`config.mk`:
```
export PLATFORM = sky130hd
export DESIGN_NAME = pdm_capture
export DESIGN_NICKNAME = d
export VERILOG_FILES = /design/src/rtl/pdm_capture_pkg.sv /design/src/rtl/pdm_clk_gen.sv /design/src/rtl/pdm_capture.sv
export SDC_FILE = /design/constraint.sdc
export NUM_CORES = 1
export LEC_CHECK = 0
export CORE_ASPECT_RATIO = 0.75
export CORE_MARGIN = 4
export CORE_UTILIZATION = 26
export DETAILED_ROUTE_END_ITERATION = 10
export GPL_ROUTABILITY_DRIVEN = 0
export GPL_TIMING_DRIVEN = 0
export PLACE_DENSITY = 0.52
export SLEW_MARGIN = 25
export SYNTH_ARGS = -nofsm -noshare
export SYNTH_HDL_FRONTEND = slang
export SYNTH_SLANG_ARGS = --single-unit
```
`constraint.sdc`:
```
create_clock -name clk -period 4.8 [get_ports clk]
set_input_delay 0.48 -clock clk [delete_from_list [all_inputs] [get_ports clk]]
set_output_delay 0.48 -clock clk [all_outputs]
set_load 0.005 [all_outputs]
```
`src/rtl/pdm_capture_pkg.sv`:
```
`default_nettype none
// ----------------------------------------------------------------------------
// pdm_capture_pkg -- capture FSM state encoding and level-width helper. Rev 1.0
// ----------------------------------------------------------------------------
package pdm_capture_pkg;

    typedef enum logic [1:0] {
        IDLE    = 2'd0,
        CAPTURE = 2'd1,
        DONE    = 2'd2
    } state_t;

    function automatic int level_width(input int word_width);
        return $clog2(word_width + 1);
    endfunction

endpackage
`default_nettype wire

```
`src/rtl/pdm_clk_gen.sv`:
```
`default_nettype none
// ----------------------------------------------------------------------------
// pdm_clk_gen -- free-running microphone clock divider and sample strobe. Rev 1.0
// ----------------------------------------------------------------------------
module pdm_clk_gen #(
    parameter int CLK_DIV_HALF = 25
) (
    input  logic clk,
    input  logic resetn,
    output logic pdm_clk,
    output logic strobe
);

    localparam int DIV_W = (CLK_DIV_HALF > 1) ? $clog2(CLK_DIV_HALF) : 1;

    logic [DIV_W-1:0] div;
    logic             half_done;

    assign half_done = (div == DIV_W'(CLK_DIV_HALF - 1));

    always_ff @(posedge clk or negedge resetn) begin
        if (!resetn) begin
            div     <= '0;
            pdm_clk <= 1'b0;
        end else if (half_done) begin
            div     <= '0;
            pdm_clk <= ~pdm_clk;
        end else begin
            div     <= div + DIV_W'(1);
        end
    end

    // Strobe is high in the cycle whose closing edge raises pdm_clk.
    assign strobe = half_done & ~pdm_clk;

endmodule
`default_nettype wire

```
`src/rtl/pdm_capture.sv`:
```
`default_nettype none
// ----------------------------------------------------------------------------
// pdm_capture -- PDM microphone bit packer writing words into a capture buffer.
// Optional level output enabled by PDM_CAPTURE_LEVEL_EN.               Rev 1.0
// ----------------------------------------------------------------------------
module pdm_capture
    import pdm_capture_pkg::*;
#(
    parameter int WORD_WIDTH   = 16,
    parameter int ADDR_WIDTH   = 16,
    parameter int MEM_DEPTH    = 65536,
    parameter int CLK_DIV_HALF = 25
) (
    input  logic                  clk,
    input  logic                  resetn,
    input  logic                  start,
    input  logic                  stop,
    input  logic                  continuous,
    input  logic                  PDM_in,
    output logic                  pdm_clk,
    output logic                  pdm_lrsel,
    output logic [ADDR_WIDTH-1:0] write_address,
    output logic                  write_enable,
    output logic [WORD_WIDTH-1:0] write_data,
    output logic                  busy,
    output logic                  done,
    output logic                  wrapped
`ifdef PDM_CAPTURE_LEVEL_EN
    ,
    output logic [level_width(WORD_WIDTH)-1:0] level
`endif
);

    localparam int BIT_W = $clog2(WORD_WIDTH);

    state_t                state;
    state_t                state_nxt;
    logic                  strobe;
    logic                  cont_mode;
    logic [WORD_WIDTH-2:0] shift;
    logic [BIT_W-1:0]      bit_idx;
    logic [ADDR_WIDTH-1:0] ptr;
    logic [WORD_WIDTH-1:0] next_word;
    logic                  start_ok;
    logic                  last_write;

    pdm_clk_gen #(
        .CLK_DIV_HALF(CLK_DIV_HALF)
    ) u_clk_gen (
        .clk    (clk),
        .resetn (resetn),
        .pdm_clk(pdm_clk),
        .strobe (strobe)
    );

    assign pdm_lrsel  = 1'b0;
    assign busy       = (state == CAPTURE);
    assign done       = (state == DONE);
    assign next_word  = {shift, PDM_in};
    // Stop beats start, and a start while capturing is ignored.
    assign start_ok   = start & ~stop & (state != CAPTURE);
    assign last_write = write_enable & (write_address == ADDR_WIDTH'(MEM_DEPTH - 1));

    always_ff @(posedge clk or negedge resetn) begin
        if (!resetn) begin
            state <= IDLE;
        end else begin
            state <= state_nxt;
        end
    end

    always_comb begin
        state_nxt = state;
        case (state)
            IDLE, DONE: begin
                if (start_ok) state_nxt = CAPTURE;
            end
            CAPTURE: begin
                if (stop)                          state_nxt = IDLE;
                else if (last_write && !cont_mode) state_nxt = DONE;
            end
            default: state_nxt = IDLE;
        endcase
    end

    always_ff @(posedge clk or negedge resetn) begin
        if (!resetn) begin
            cont_mode     <= 1'b0;
            shift         <= '0;
            bit_idx       <= '0;
            ptr           <= '0;
            write_address <= '0;
            write_enable  <= 1'b0;
            write_data    <= '0;
            wrapped       <= 1'b0;
`ifdef PDM_CAPTURE_LEVEL_EN
            level         <= '0;
`endif
        end else begin
            write_enable <= 1'b0;
            if (start_ok) begin
                cont_mode     <= continuous;
                shift         <= '0;
                bit_idx       <= '0;
                ptr           <= '0;
                write_address <= '0;
                wrapped       <= 1'b0;
            end else if (state == CAPTURE && !stop) begin
                // Wrapped rises the cycle after the top address is written.
                if (last_write && cont_mode) wrapped <= 1'b1;
                if (strobe) begin
                    shift <= next_word[WORD_WIDTH-2:0];
                    if (bit_idx == BIT_W'(WORD_WIDTH - 1)) begin
                        bit_idx       <= '0;
                        write_enable  <= 1'b1;
                        write_data    <= next_word;
                        write_address <= ptr;
                        ptr           <= (ptr == ADDR_WIDTH'(MEM_DEPTH - 1)) ? '0
                                                                             : ptr + ADDR_WIDTH'(1);
`ifdef PDM_CAPTURE_LEVEL_EN
                        level         <= level_width(WORD_WIDTH)'($countones(next_word));
`endif
                    end else begin
                        bit_idx <= bit_idx + BIT_W'(1);
                    end
                end
            end
        end
    end

endmodule
`default_nettype wire

```
* After elaboration in Yosys (flattened, before gate mapping)
Index checks and enable logic that the tools add are counted.
Widths: inputs -> output; s select.
** Cells by class
- Add/sub/neg operators :: 3
- Equality and inequality tests :: 9
- Multiplexer cells :: 28
- Bitwise gates (word level) :: 7
- Reduce and logical (&&, ||, !) cells :: 16
** Operators by type and width (count)
- $mux 16 :: 9
- $mux 15 :: 3
- $eq 16x16->1 const B :: 2
- $add 16x1->16 const B :: 1
- $mux 4 :: 4
- $reduce_bool 2->1 :: 4
- $mux 1 :: 7
- $mux 2 :: 3
- $reduce_and 2->1 :: 3
- $add 5x1->5 const B :: 1
- $eq 5x5->1 const B :: 1
- $mux 5 :: 1
- $add 4x1->4 const B :: 1
- $and 1x1->1 :: 4
- $eq 4x4->1 const B :: 1
- $pmux 2 s2 :: 1
- $reduce_and 4->1 :: 1
- $logic_and 1x1->1 :: 3
- $ne 3x2->1 const B :: 1
- $not 1->1 :: 3
- $reduce_and 3->1 :: 1
- $eq 2x1->1 const B :: 1
- $eq 2x2->1 const B :: 1
- $logic_not 1->1 :: 2
- 4 further kinds :: 4
** Storage, ports and cells
- Bits in registers :: 78
- Input port bits :: 6

* Longest topological paths before layout
- Depth after elaboration :: 6
- Mapped depth :: 10

* Hierarchy
A second synthesis with hierarchy kept.
** Second synthesis, totals
- Cell total of the unflattened synthesis :: 310
- Area total of the unflattened synthesis :: 3313.2 um2
** Modules (own cells, without submodules)
- pdm_capture :: times used 1, cells an instance 282, area each 3016.6 um2
- pdm_clk_gen :: times used 1, cells an instance 28, area each 296.5 um2

* Worst setup path before layout
OpenSTA, ideal clock, no wires.
- Kind :: flip-flop to flip-flop
- Start :: register u_clk_gen.div[0]
- End :: register ptr[15]
- Setup time :: 0.069 ns
- Data arrival time :: 1.700 ns
- Data required time :: 4.731 ns
- Slack :: 3.031 ns
- Stages on the path, launching flop included :: 10
- Buffers on the path :: 3
- Path through :: dfrtp_1 -> inv_1 -> ha_1 -> and4b_1 -> buf_2 -> nand3_1 -> clkbuf_1 -> buf_2 -> nand3_1 -> nand3_1
** On the way
- Longest elaborated chain between the ends :: 4
** RTL lines
- start: declaration :: line pdm_clk_gen.sv:16 : logic [DIV_W-1:0] div;
- start signal: assignment :: line pdm_clk_gen.sv:29 : div <= div + DIV_W'(1);
- $eq 5x5->1 :: line pdm_clk_gen.sv:19 : assign half_done = (div == DIV_W'(CLK_DIV_HALF - 1));
- $and 1x1->1 :: line pdm_clk_gen.sv:34 : assign strobe = half_done & ~pdm_clk;
- $reduce_bool 2->1 (no line)
- $reduce_and 3->1 (no line)
- end signal: assignment :: line pdm_capture.sv:118 : ptr <= (ptr == ADDR_WIDTH'(MEM_DEPTH - 1)) ? '0
- end: declaration :: line pdm_capture.sv:42 : logic [ADDR_WIDTH-1:0] ptr;
No other way between the ends.
A chain may end at the register's enable or synchronous reset.

* Worst setup path after layout
- Start :: input port stop
- End :: register ptr[9]
** On the way
- Longest elaborated chain between the ends :: 5
- Elaborated cells on any way between the ends :: 10
- Classes of those cells :: mux: 1; bitwise: 3; reduce/logical: 6
** RTL lines
- start: declaration :: line pdm_capture.sv:17 : input logic stop,
- $not 1->1 :: line pdm_capture.sv:61 : assign start_ok = start & ~stop & (state != CAPTURE);
- $and 1x1->1 (2 in series) :: line pdm_capture.sv:61
- $reduce_bool 2->1 (no line)
- $reduce_and 3->1 (no line)
Several ways; a longest one is shown, not always the timed one.

==> results.ini <==
[outcome]
status = finished, final reports clean

[timing]
rsz0062_at_grt = no
fmax_mhz = 419.7
setup_viol = 0
skew_ns = 0.005760
fin_setup_tns_ns = 0
relSlewSlack_pct = 62.05
slew_viol_final = 0
finalHoldViolations = 0
worstMarginPinSlew_ns = 0.5692
finalCritPeriodShare_pct = 49.64
period_minus_slack_ns = 2.383
hold_slack_ns = 0.1278

[worst_hold_path]
hold_path.class = primary input to asynchronous set/reset pin

[worst_setup_path]
worstPathRequired_ns = 5.06
setup.worst_path.class = primary input to flop
cp_data_arrival_time_ns = 2.64
startpoint_type = primary input
critPathCaptureType = flop
crit_fanout = 10

[logic_synthesis]
synthXorXnorAreaFrac_pct = 1.968
yosysWarnings = 0
synthAdderAreaFrac_pct = 1.406
synth_cells = 393
synth-compound-area-share_pct = 7.592
ys_ff_latch = 78
synth-async-reset-ratio_pct = 100.0
synth-simple-area-share_pct = 28.30
synth_commonest_cells = 128 x nand2_1, 78 x dfrtp_1, 39 x nand3_1, 19 x o21ai_1, 12 x clkbuf_1
synth_top_family_by_area = simple AND/OR/NAND/NOR gates
synth.most_common_cell = nand2_1
synthTopCellsByArea = dfrtp_1 55%, nand2_1 13%, nand3_1 5.5%
synthMuxAreaShare_pct = 1.722
ys.flop_type = dfrtp_1
syn_area_per_cell_um2 = 9.058
synth_top_area_cell = dfrtp_1
syn-num-nets = 403
ys_seq_area_share_pct = 54.83
synth_cell_types = 46
synth_top_area_share_pct = 54.83
netlist_area_mm2 = 0.003560
synth_edf_count = 0

[power_and_ir_drop]
p_leak_uw = 0.002067
ir_drop_v = 0.0001877
p_total_uw = 1479
pwr_density_cell_mw_per_mm2 = 325.1

[floorplan]
die_y_um = 109.3
die_area_mm2 = 0.01565
start_util_pct = 26.97
die_width_um = 143.1
coreArea_mm2 = 0.01320
rows = 36
ios = 44

[clocking]
insertion_delay_ns = 0.34
cts_tree = done
cts_resized = 0
clk_pin_slew_ns = 0.06
cts_sinks = 78
clockBufferDepth = 2
numCtsBuffers = 9
ctsHoldBuffers = 0
cts_setup_buffers = 0
cts_htree_levels = 3
root_buffer = clkbuf_16

[drt]
dr.pass1.iters = 4
vias_per_cell = 4.741
drc = 0
wl_per_cell_um = 14.33
num_vias = 2949
drt_iter0_markers = 184
antenna_left = 0
wirelength_mm = 8.913

[finish]
fin_nets = 457
area_growth_pct = 27.77
drive_above_1_share_pct = 8.426
n_antenna_cell = 0
fillCellCount = 1368

[grt]
grt_pass1_wl_mm = 15.48
grt_use_total_pct = 12.50
first_global_vias = 3066
grt_max_degree = 44
overflow = 0
antenna_found_initial = 0

[place]
portBuffers = 42
hpwl_mm = 6.330

[flow_run]
maxCapViolCount = 0

kinds of logic after synthesis:
group,after synthesis
compound gates,44
xor+xnor,8
fa+ha+maj,4
buf+inv,33
flops,78
mux,6
other cells,1
simple gates,219
final cells by class:
type | count | area, µm² | area share (%)
multi-input cells | 282 | 1463 | 32.16
repair buffers | 43 | 437.9 | 9.629
clock buffers | 9 | 225.2 | 4.952
well taps | 171 | 214.0 | 4.704
plain buffers | 25 | 115.1 | 2.531
flip-flops and latches | 78 | 1952 | 42.92
clock inverters | 6 | 111.4 | 2.448
inverters | 8 | 30.03 | 0.6602
worst max-delay path, stage by stage:
cell	delay, ns
clkdlybuf4s50_1	0.49
nor4b_2	0.55
nand3_1	0.26
inv_2	0.14
clkbuf_1	0.41
a31oi_1	0.14
a31oi_1	0.16
metal layers:
layer  global-route usage (%)  share of wire, %  vias to the layer above
met1                    17.01                47                     1440
met5                        0                 0                        -
met2                    18.80                45                       58
met4                    4.071               1.4                        0
li1                         -                 -                     1439
met3                    4.217               6.2                       12
cells in the final DEF, fill, tap and decap left out, drive strengths merged, types with 5 or more instances in the layout:
cell type	n
mux2i	5
clkbuf	21
nand3	40
nor2	11
nand2	128
inv	8
nor3	5
o21ai	21
clkdlybuf4s50	41
dfrtp	78
nand4	11
buf	15
sequential cells by signal (all words and copies together) (netlist names):
signal             count
u_clk_gen.div          5
bit_idx                4
u_clk_gen.pdm_clk      1
write_enable           1
state                  2
shift                 15
wrapped                1
ptr                   16
write_data            16
cont_mode              1
write_address         16
power breakdown:
group          total, µW  internal, µW  switching [µW]  leakage (µW)
sequential           661           660            1.65       0.00107
clock                777           505             272      0.000161
combinational       40.4          11.4            29.0      0.000832
total               1480          1180             303       0.00207
through the flow:
stage,utilization [%],cells,cell area (µm²),worst slack [ns]
floorplan,-,393,3560,3.031
global placement,31.78,606,4194,0.4166
detailed placement,31.91,607,4212,2.044
CTS,34.46,622,4548,2.379
global route,34.46,622,4548,2.162
finish,34.46,622,4548,2.417
path summary, 6_finish.rpt:
kind	end	startpoint	slack (ns)	depth (start not counted)
setup / recovery	ptr[9]	stop	2.42	7
hold / removal	write_data[6]	resetn	0.13	1
setup reg to reg	ptr[7]	u_clk_gen.div[0]	2.61	9
hold reg to reg	write_data[13]	write_data[13]	0.47	2
max in group asynchronous	write_address[3]	resetn	4.06	2
min in group clk	write_data[13]	write_data[13]	0.47	2
Power figures use the tool's default switching activity.
